## config.mk

```make
export PLATFORM = sky130hd
export DESIGN_NAME = lut_func_unit_flat
export DESIGN_NICKNAME = d
export VERILOG_FILES = /design/src/rtl/lut_func_unit_if.sv /design/src/rtl/lut_func_unit.sv /design/src/flat_wrapper.sv
export SDC_FILE = /design/constraint.sdc
export NUM_CORES = 1
export LEC_CHECK = 0
export CAP_MARGIN = 40
export CORE_MARGIN = 3
export CORE_UTILIZATION = 35
export DETAILED_ROUTE_END_ITERATION = 6
export MAX_ROUTING_LAYER = met4
export PLACE_DENSITY = 0.63
export SLEW_MARGIN = 20
export SYNTH_ARGS = -nofsm -noshare
export SYNTH_HDL_FRONTEND = slang
export SYNTH_SLANG_ARGS = --single-unit
```

## constraint.sdc

```tcl
create_clock -name clk -period 2.53 [get_ports clk]
set_input_delay 0.3795 -clock clk [delete_from_list [all_inputs] [get_ports clk]]
set_output_delay 0.3795 -clock clk [all_outputs]
set_load 0.01 [all_outputs]
```

## src/rtl/lut_func_unit_if.sv

```systemverilog
// Request/response and configuration bundle for lut_func_unit.
// master = requester/configurer, slave = the LUT unit.
interface lut_func_unit_if #(
    parameter int K    = 4,
    parameter int SELW = 1
);
    logic              cfg_we;
    logic [SELW-1:0]   cfg_fn;
    logic [2**K-1:0]   cfg_tt;
    logic              in_valid;
    logic              in_ready;
    logic [K-1:0]      in_x;
    logic [SELW-1:0]   in_sel;
    logic              out_valid;
    logic              out_ready;
    logic              out_o;
    logic              sweep_start;
    logic [SELW-1:0]   sweep_sel;
    logic              sweep_busy;
    logic              sweep_done;
    logic [K:0]        sweep_count;

    modport master (
        output cfg_we, cfg_fn, cfg_tt, in_valid, in_x, in_sel, out_ready,
               sweep_start, sweep_sel,
        input  in_ready, out_valid, out_o, sweep_busy, sweep_done, sweep_count
    );

    modport slave (
        input  cfg_we, cfg_fn, cfg_tt, in_valid, in_x, in_sel, out_ready,
               sweep_start, sweep_sel,
        output in_ready, out_valid, out_o, sweep_busy, sweep_done, sweep_count
    );
endinterface

```

## src/rtl/lut_func_unit.sv

```systemverilog
// F programmable K-input truth tables with a 1-cycle valid/ready evaluator
// and a sweep engine that counts the minterms of one table.
module lut_func_unit #(
    parameter int K    = 4,
    parameter int F    = 2,
    parameter int SELW = (F > 1) ? $clog2(F) : 1
) (
    input  logic clk,
    input  logic rst_n,
    lut_func_unit_if.slave bus
);
    localparam int DEPTH = 2**K;
    localparam int NSEL  = 2**SELW;
    localparam logic [SELW:0] F_LIM = (SELW+1)'(F);

    typedef enum logic [1:0] {IDLE, SCAN, DONE} sweep_state_t;

    sweep_state_t state_q, state_d;

    // Rows at index >= F are never written, so they read back as all-zero.
    logic [DEPTH-1:0] tables [NSEL];

    logic [SELW-1:0] sel_q;
    logic [K-1:0]    idx_q;
    logic [K:0]      acc_q;
    logic [K:0]      count_q;
    logic            scan_bit;

    logic            sweep_busy;
    logic            sweep_done;
    logic            in_ready;
    logic            accept;
    logic            out_valid_q;
    logic            out_o_q;
    logic [DEPTH-1:0] eval_row;

    // Table storage
    always_ff @(posedge clk) begin
        if (!rst_n) begin
            for (int unsigned i = 0; i < NSEL; i++) tables[i] <= '0;
        end else if (bus.cfg_we && !sweep_busy && ({1'b0, bus.cfg_fn} < F_LIM)) begin
            tables[bus.cfg_fn] <= bus.cfg_tt;
        end
    end

    // Evaluation pipeline
    always_comb begin
        in_ready = !sweep_busy && (!out_valid_q || bus.out_ready);
        accept   = bus.in_valid && in_ready;
        eval_row = tables[bus.in_sel];
    end

    always_ff @(posedge clk) begin
        if (!rst_n) begin
            out_valid_q <= 1'b0;
            out_o_q     <= 1'b0;
        end else if (accept) begin
            out_valid_q <= 1'b1;
            out_o_q     <= eval_row[bus.in_x];
        end else if (bus.out_ready) begin
            out_valid_q <= 1'b0;
        end
    end

    // Sweep FSM: state register
    always_ff @(posedge clk) begin
        if (!rst_n) state_q <= IDLE;
        else        state_q <= state_d;
    end

    // Sweep FSM: next state
    always_comb begin
        state_d = state_q;
        case (state_q)
            IDLE:    if (bus.sweep_start) state_d = SCAN;
            SCAN:    if (idx_q == '1)     state_d = DONE;
            DONE:    state_d = IDLE;
            default: state_d = IDLE;
        endcase
    end

    // Sweep FSM: outputs
    always_comb begin
        sweep_busy = (state_q == SCAN);
        sweep_done = (state_q == DONE);
    end

    // Sweep datapath; the final bit is folded into count_q on the SCAN->DONE
    // edge so the count is already valid during the done pulse.
    assign scan_bit = tables[sel_q][idx_q];

    always_ff @(posedge clk) begin
        if (!rst_n) begin
            sel_q   <= '0;
            idx_q   <= '0;
            acc_q   <= '0;
            count_q <= '0;
        end else begin
            case (state_q)
                IDLE: begin
                    if (bus.sweep_start) begin
                        sel_q <= bus.sweep_sel;
                        idx_q <= '0;
                        acc_q <= '0;
                    end
                end
                SCAN: begin
                    acc_q <= acc_q + {{K{1'b0}}, scan_bit};
                    idx_q <= idx_q + 1'b1;
                    if (idx_q == '1) count_q <= acc_q + {{K{1'b0}}, scan_bit};
                end
                default: ;
            endcase
        end
    end

    assign bus.in_ready    = in_ready;
    assign bus.out_valid   = out_valid_q;
    assign bus.out_o       = out_o_q;
    assign bus.sweep_busy  = sweep_busy;
    assign bus.sweep_done  = sweep_done;
    assign bus.sweep_count = count_q;
endmodule

```

## src/flat_wrapper.sv

```systemverilog
// flat-port wrapper written by rule: the top's interface ports become plain ports
module lut_func_unit_flat 
#(
    parameter int K    = 4,
    parameter int F    = 2,
    parameter int SELW = (F > 1) ? $clog2(F) : 1
)
  (clk, rst_n, bus_cfg_we, bus_cfg_fn, bus_cfg_tt, bus_in_valid, bus_in_x, bus_in_sel, bus_out_ready, bus_sweep_start, bus_sweep_sel, bus_in_ready, bus_out_valid, bus_out_o, bus_sweep_busy, bus_sweep_done, bus_sweep_count);
  lut_func_unit_if #(.K(K), .SELW(SELW)) bus_i ();
  input  logic clk;
  input  logic rst_n;
  input wire logic [$bits(bus_i.cfg_we)-1:0] bus_cfg_we;
  input wire logic [$bits(bus_i.cfg_fn)-1:0] bus_cfg_fn;
  input wire logic [$bits(bus_i.cfg_tt)-1:0] bus_cfg_tt;
  input wire logic [$bits(bus_i.in_valid)-1:0] bus_in_valid;
  input wire logic [$bits(bus_i.in_x)-1:0] bus_in_x;
  input wire logic [$bits(bus_i.in_sel)-1:0] bus_in_sel;
  input wire logic [$bits(bus_i.out_ready)-1:0] bus_out_ready;
  input wire logic [$bits(bus_i.sweep_start)-1:0] bus_sweep_start;
  input wire logic [$bits(bus_i.sweep_sel)-1:0] bus_sweep_sel;
  output wire logic [$bits(bus_i.in_ready)-1:0] bus_in_ready;
  output wire logic [$bits(bus_i.out_valid)-1:0] bus_out_valid;
  output wire logic [$bits(bus_i.out_o)-1:0] bus_out_o;
  output wire logic [$bits(bus_i.sweep_busy)-1:0] bus_sweep_busy;
  output wire logic [$bits(bus_i.sweep_done)-1:0] bus_sweep_done;
  output wire logic [$bits(bus_i.sweep_count)-1:0] bus_sweep_count;
  assign bus_i.cfg_we = bus_cfg_we;
  assign bus_i.cfg_fn = bus_cfg_fn;
  assign bus_i.cfg_tt = bus_cfg_tt;
  assign bus_i.in_valid = bus_in_valid;
  assign bus_i.in_x = bus_in_x;
  assign bus_i.in_sel = bus_in_sel;
  assign bus_i.out_ready = bus_out_ready;
  assign bus_i.sweep_start = bus_sweep_start;
  assign bus_i.sweep_sel = bus_sweep_sel;
  assign bus_in_ready = bus_i.in_ready;
  assign bus_out_valid = bus_i.out_valid;
  assign bus_out_o = bus_i.out_o;
  assign bus_sweep_busy = bus_i.sweep_busy;
  assign bus_sweep_done = bus_i.sweep_done;
  assign bus_sweep_count = bus_i.sweep_count;
  lut_func_unit #(.K(K), .F(F), .SELW(SELW)) u_core (.clk(clk), .rst_n(rst_n), .bus(bus_i));
endmodule
```

=== Yosys cells after proc, flatten, opt, wreduce, memory -nomap -nowiden ===
Memories as Yosys holds them, arrays and structs flattened. A register that Yosys moved wholly into a read port is not among the register bits.
Cells that the tools add are included.

* Register bits: 19
* Bits in writable memories: 32
* Input port bits: 29
* Output and inout port bits: 10
* Word-level logic and storage cells: 53
* Memories kept: 1

* $add $sub $neg: 2
* Magnitude comparators: 2
* Eq/ne operators: 5
* Muxes and demuxes: 22
* Reductions and logical operators: 14

{| class="wikitable"
|+ Memory list
! name !! words !! width !! rd ports !! clocked after memory_dff !! write ports !! RTL line !! RTL
|-
| u_core.tables || 2 || 16 || 2 || 1 || 2 || lut_func_unit.sv:21 || <nowiki>logic [DEPTH-1:0] tables [NSEL];</nowiki>
|}

{| class="wikitable"
|+ Operators by type and width
! kind !! count
|-
| $mux W16 || 1
|-
| $reduce_or A16 Y1 || 1
|-
| $mux W1 || 12
|-
| $lt A4 B5 Y1 const B || 2
|-
| $pmux W5 S2 || 1
|-
| $bmux W1 S4 || 2
|-
| $pmux W4 S2 || 1
|-
| $reduce_and A2 Y1 || 4
|-
| $add A5 B1 Y5 || 1
|-
| $mux W5 || 1
|-
| $add A4 B1 Y4 const B || 1
|-
| $eq A4 B4 Y1 const B || 1
|-
| $mux W2 || 2
|-
| $mux W4 || 1
|-
| $ne A2 B2 Y1 const B || 2
|-
| $pmux W2 S2 || 1
|-
| $reduce_bool A2 Y1 || 2
|-
| $logic_and A1 B1 Y1 || 3
|-
| $eq A2 B1 Y1 const B || 1
|-
| $eq A2 B2 Y1 const B || 1
|-
| $logic_not A1 Y1 || 2
|-
| $logic_not A2 Y1 || 1
|-
| $logic_or A1 B1 Y1 || 1
|}

=== Logic depth before layout (Yosys ltp) ===
* Depth in word-level cells: 8
* Gate-level depth with buffers: 10
* Gate-level depth less buffers: 9

=== Least setup slack after synthesis ===
OpenSTA, ideal clock, no wires.

* Path type: register to register
* Start: register u_core.idx_q[0]
* End: register u_core.acc_q[4]
* Library setup time: 0.115 ns
* Arrival time: 2.588 ns
* Required time: 2.415 ns
* Setup slack: -0.173 ns
* Stages on the path, launching flop included: 11
* Path buffers: 1
* Period minus slack after synthesis: 2.703 ns
* Cell sequence: dfxtp_1 > clkbuf_1 > mux4_2 > mux4_2 > mux2_2 > ha_1 > ha_1 > nand3_1 > xor2_1 > o21ai_0 > and2_1

* Word-level cells in the longest chain between the ends: 4

{| class="wikitable"
|+ Ends and longest elaborated chain
! item !! RTL line !! RTL
|-
| start: declaration || lut_func_unit.sv:24 || <nowiki>logic [K-1:0] idx_q;</nowiki>
|-
| start signal: assignment || lut_func_unit.sv:109 || <nowiki>idx_q <= idx_q + 1'b1;</nowiki>
|-
| $bmux W1 S4 || lut_func_unit.sv:90 || <nowiki>assign scan_bit = tables[sel_q][idx_q];</nowiki>
|-
| $mux W1 (implied by the code) || lut_func_unit.sv:90 ||
|-
| $add A5 B1 Y5 || lut_func_unit.sv:108 || <nowiki>acc_q <= acc_q + {{K{1'b0}}, scan_bit};</nowiki>
|-
| $pmux W5 S2 || lut_func_unit.sv:99 || <nowiki>case (state_q)</nowiki>
|-
| end signal: assignment || lut_func_unit.sv:108 ||
|-
| end: declaration || lut_func_unit.sv:25 || <nowiki>logic [K:0] acc_q;</nowiki>
|}

No other way between the ends. The select of a mux whose other input is x is not followed.
A chain may end at the register's enable or synchronous reset.

==> reports/qor.yml <==
clk_latency_ns: 0.31
grt_max_degree: 23
start_util_pct: 37.2
numPortBuffers: 38
cts_root_buffer: "clkbuf_8"
hold_viol_final: 0
grt-ovfl-total: 0
holdWs_ns: 0.471
vias_per_cell: 4.97
numCtsBuffers: 5
yosys.area_share.simple_pct: 18.1
critPathArrivalTime_ns: 2.85
synth_adder_area_share_pct: 1.44
dieArea_um2: 8540
grt_pass1_vias: 1805
max_freq_mhz: 378
drive_gt1_share_pct: 13.2
finalWirelength_um: 5420
diodes: 0
dp_hpwl_um: 3880
synth_edf_count: 32
finalCritPeriodShare_pct: 104
place_congestion: 0.807
detail_route.wl_per_cell_um: 15.0
slew_viol_final: 0
final_cell_count_no_fill: 361
ys_seq_elements: 52
gr-usage-all-layers_pct: 13.5
cp_data_required_time_ns: 2.74
htree_levels: 2
relSlewSlack_pct: 57.3
syn_area_um2: 2610
p_per_area_nw_per_um2: 505
antenna_left: 0
cts.sinks: 52
die_y_um: 92.4
synth-xor-area-share_pct: 1.01
synth_compound_area_share_pct: 8.71
yosys_warnings: 0
placed_cell_area_um2: 3170
synth_seq_area_share_pct: 52.1
core_area_um2: 7020
fin_nets: 296
drc_errors: 0
violations: "setup timing"
crit_path_start_kind: "flop"
layout_common_cells: "and2_1, clkdlybuf4s50_1, edfxtp_1, mux2i_1, dfxtp_1"
cts_tree: "yes"
drt-pass1-iter-count: 4
ir_drop_v: 0.000250
syn_to_final_growth_pct: 25.5
setup_violations: 2
vias: 1794
status: "complete, but fails checks"
cts.clk_slew.worst_paths_ns: 0.09
synth.area.mux_share_pct: 16.4
drt_iter0_markers: 92
clockBufferDepth: 2
io_pins: 39
synth_nets: 253
ys_types: 31
die_width_um: 92.4
critPathMaxFanout: 8
rsz0062_at_grt: "yes"
antenna_found_initial: 0
grt_pass1_wl_um: 8760
end_kind: "flop"
totalNegativeSetupSlack_ns: -0.206
max_cap_violations: 0
fin_skew_ns: 0.00690
synth_top_cell_area_share_pct: 36.8
critical_path_class: "flop to flop"
p_leak_uw: 0.00123
row_count: 30
final_area_um2: 3280
synth_cells: 221
min_period_ns: 2.64
place_inst: 353
min-delay-path-class: "flop to flop"
yosys.area.top_type: "edfxtp_1"
synth.avg_cell_area_um2: 11.8
synth_top_family_by_area: "simple AND/OR/NAND/NOR gates"
netlist_top_cells_area: "edfxtp_1, dfxtp_1, and2_1"
synthFlopType: "edfxtp_1"
place_ws_ns: -0.226
async_flop_share_pct: 0
worst_slew_pin_slew_ns: 0.638
setup_ws_ns: -0.113
-- per-layer routing --
| metal | share of wire, % | track usage [%] | vias up |
|---|---|---|---|
| met5 | 0 | - | - |
| met4 | 1.4 | 4.46 | 0 |
| met3 | 3.8 | 2.84 | 8 |
| met2 | 48 | 22.1 | 39 |
| met1 | 47 | 16.8 | 862 |
| li1 | - | - | 885 |
-- critical path: stages (launching register included) --
cell	delay, ns
dfxtp_4	0.45
mux4_2	0.52
mux4_2	0.49
mux2_4	0.28
ha_4	0.17
ha_4	0.17
nand3_4	0.09
xor2_2	0.15
o21ai_1	0.09
and2_1	0.14
-- sequential cells by signal, summed over array words and instances, names as in the netlist, named ones only --
signal and count:
u_core.acc_q 5, u_core.sel_q 1, u_core.bus.out_o 1, u_core.idx_q 4, u_core.bus.sweep_count 5, u_core.state_q 2, u_core.bus.out_valid 1, u_core.tables 32
-- area by class of cell --
cell class	count	area, um2
Multi-Input combinational cell	155	1250
Sequential cell	52	1370
Fill cell	680	3740
Timing Repair Buffer	47	448
Clock buffer	7	76.3
Clock inverter	1	5.00
Tap cell	96	120
Inverter	3	11.3
-- path summary, 6_finish.rpt --
path	from	depth (start not counted)	slack, ns	to
min	u_core.sel_q	2	0.47	u_core.sel_q
max reg2reg	flop	9	-0.11	u_core.acc_q[4]
max	flop	9	-0.11	u_core.acc_q[4]
min reg2reg	u_core.sel_q	2	0.47	u_core.sel_q
-- cell usage after synthesis (all sizes together), types with 4 or more instances --
| master | number |
|---|---|
| a21boi | 4 |
| a22oi | 9 |
| and2 | 38 |
| clkbuf | 8 |
| dfxtp | 20 |
| edfxtp | 32 |
| mux2i | 18 |
| mux4 | 10 |
| nand2 | 16 |
| nand2b | 4 |
| nand3 | 7 |
| nor2 | 6 |
| nor2b | 11 |
| o21ai | 7 |
-- report_power, final --
group / leakage (uW) / total [uW] / internal [uW] / switching, uW
Sequential: 0.000493 / 972 / 941 / 31.3
Clock: 0.0000422 / 463 / 195 / 268
Combinational: 0.000698 / 221 / 129 / 92.9
-- stage by stage --
| step | util, % | total power, uW |
|---|---|---|
| 2_1_floorplan | - | 1110 |
| 3_3_place_gp | 45.2 | 1210 |
| 3_5_place_dp | 45.2 | 1220 |
| 4_1_cts | 46.3 | 1670 |
| 5_1_grt | 46.7 | 1730 |
| 6_report | 46.7 | 1660 |
-- what timing repair did --
item,CTS,global route
setup endpoints to repair,7,8
pin swaps,3,5
hold buffers,0,0
buffers inserted,0,0
gates resized for setup,3,5
-- cell families after synthesis --
logic type | after synthesis
compound gates | 33
mux | 30
simple gates | 86
buf+inv | 14
flops | 52
xor+xnor | 3
fa+ha+maj | 3
Power figures use the tool's default switching activity.
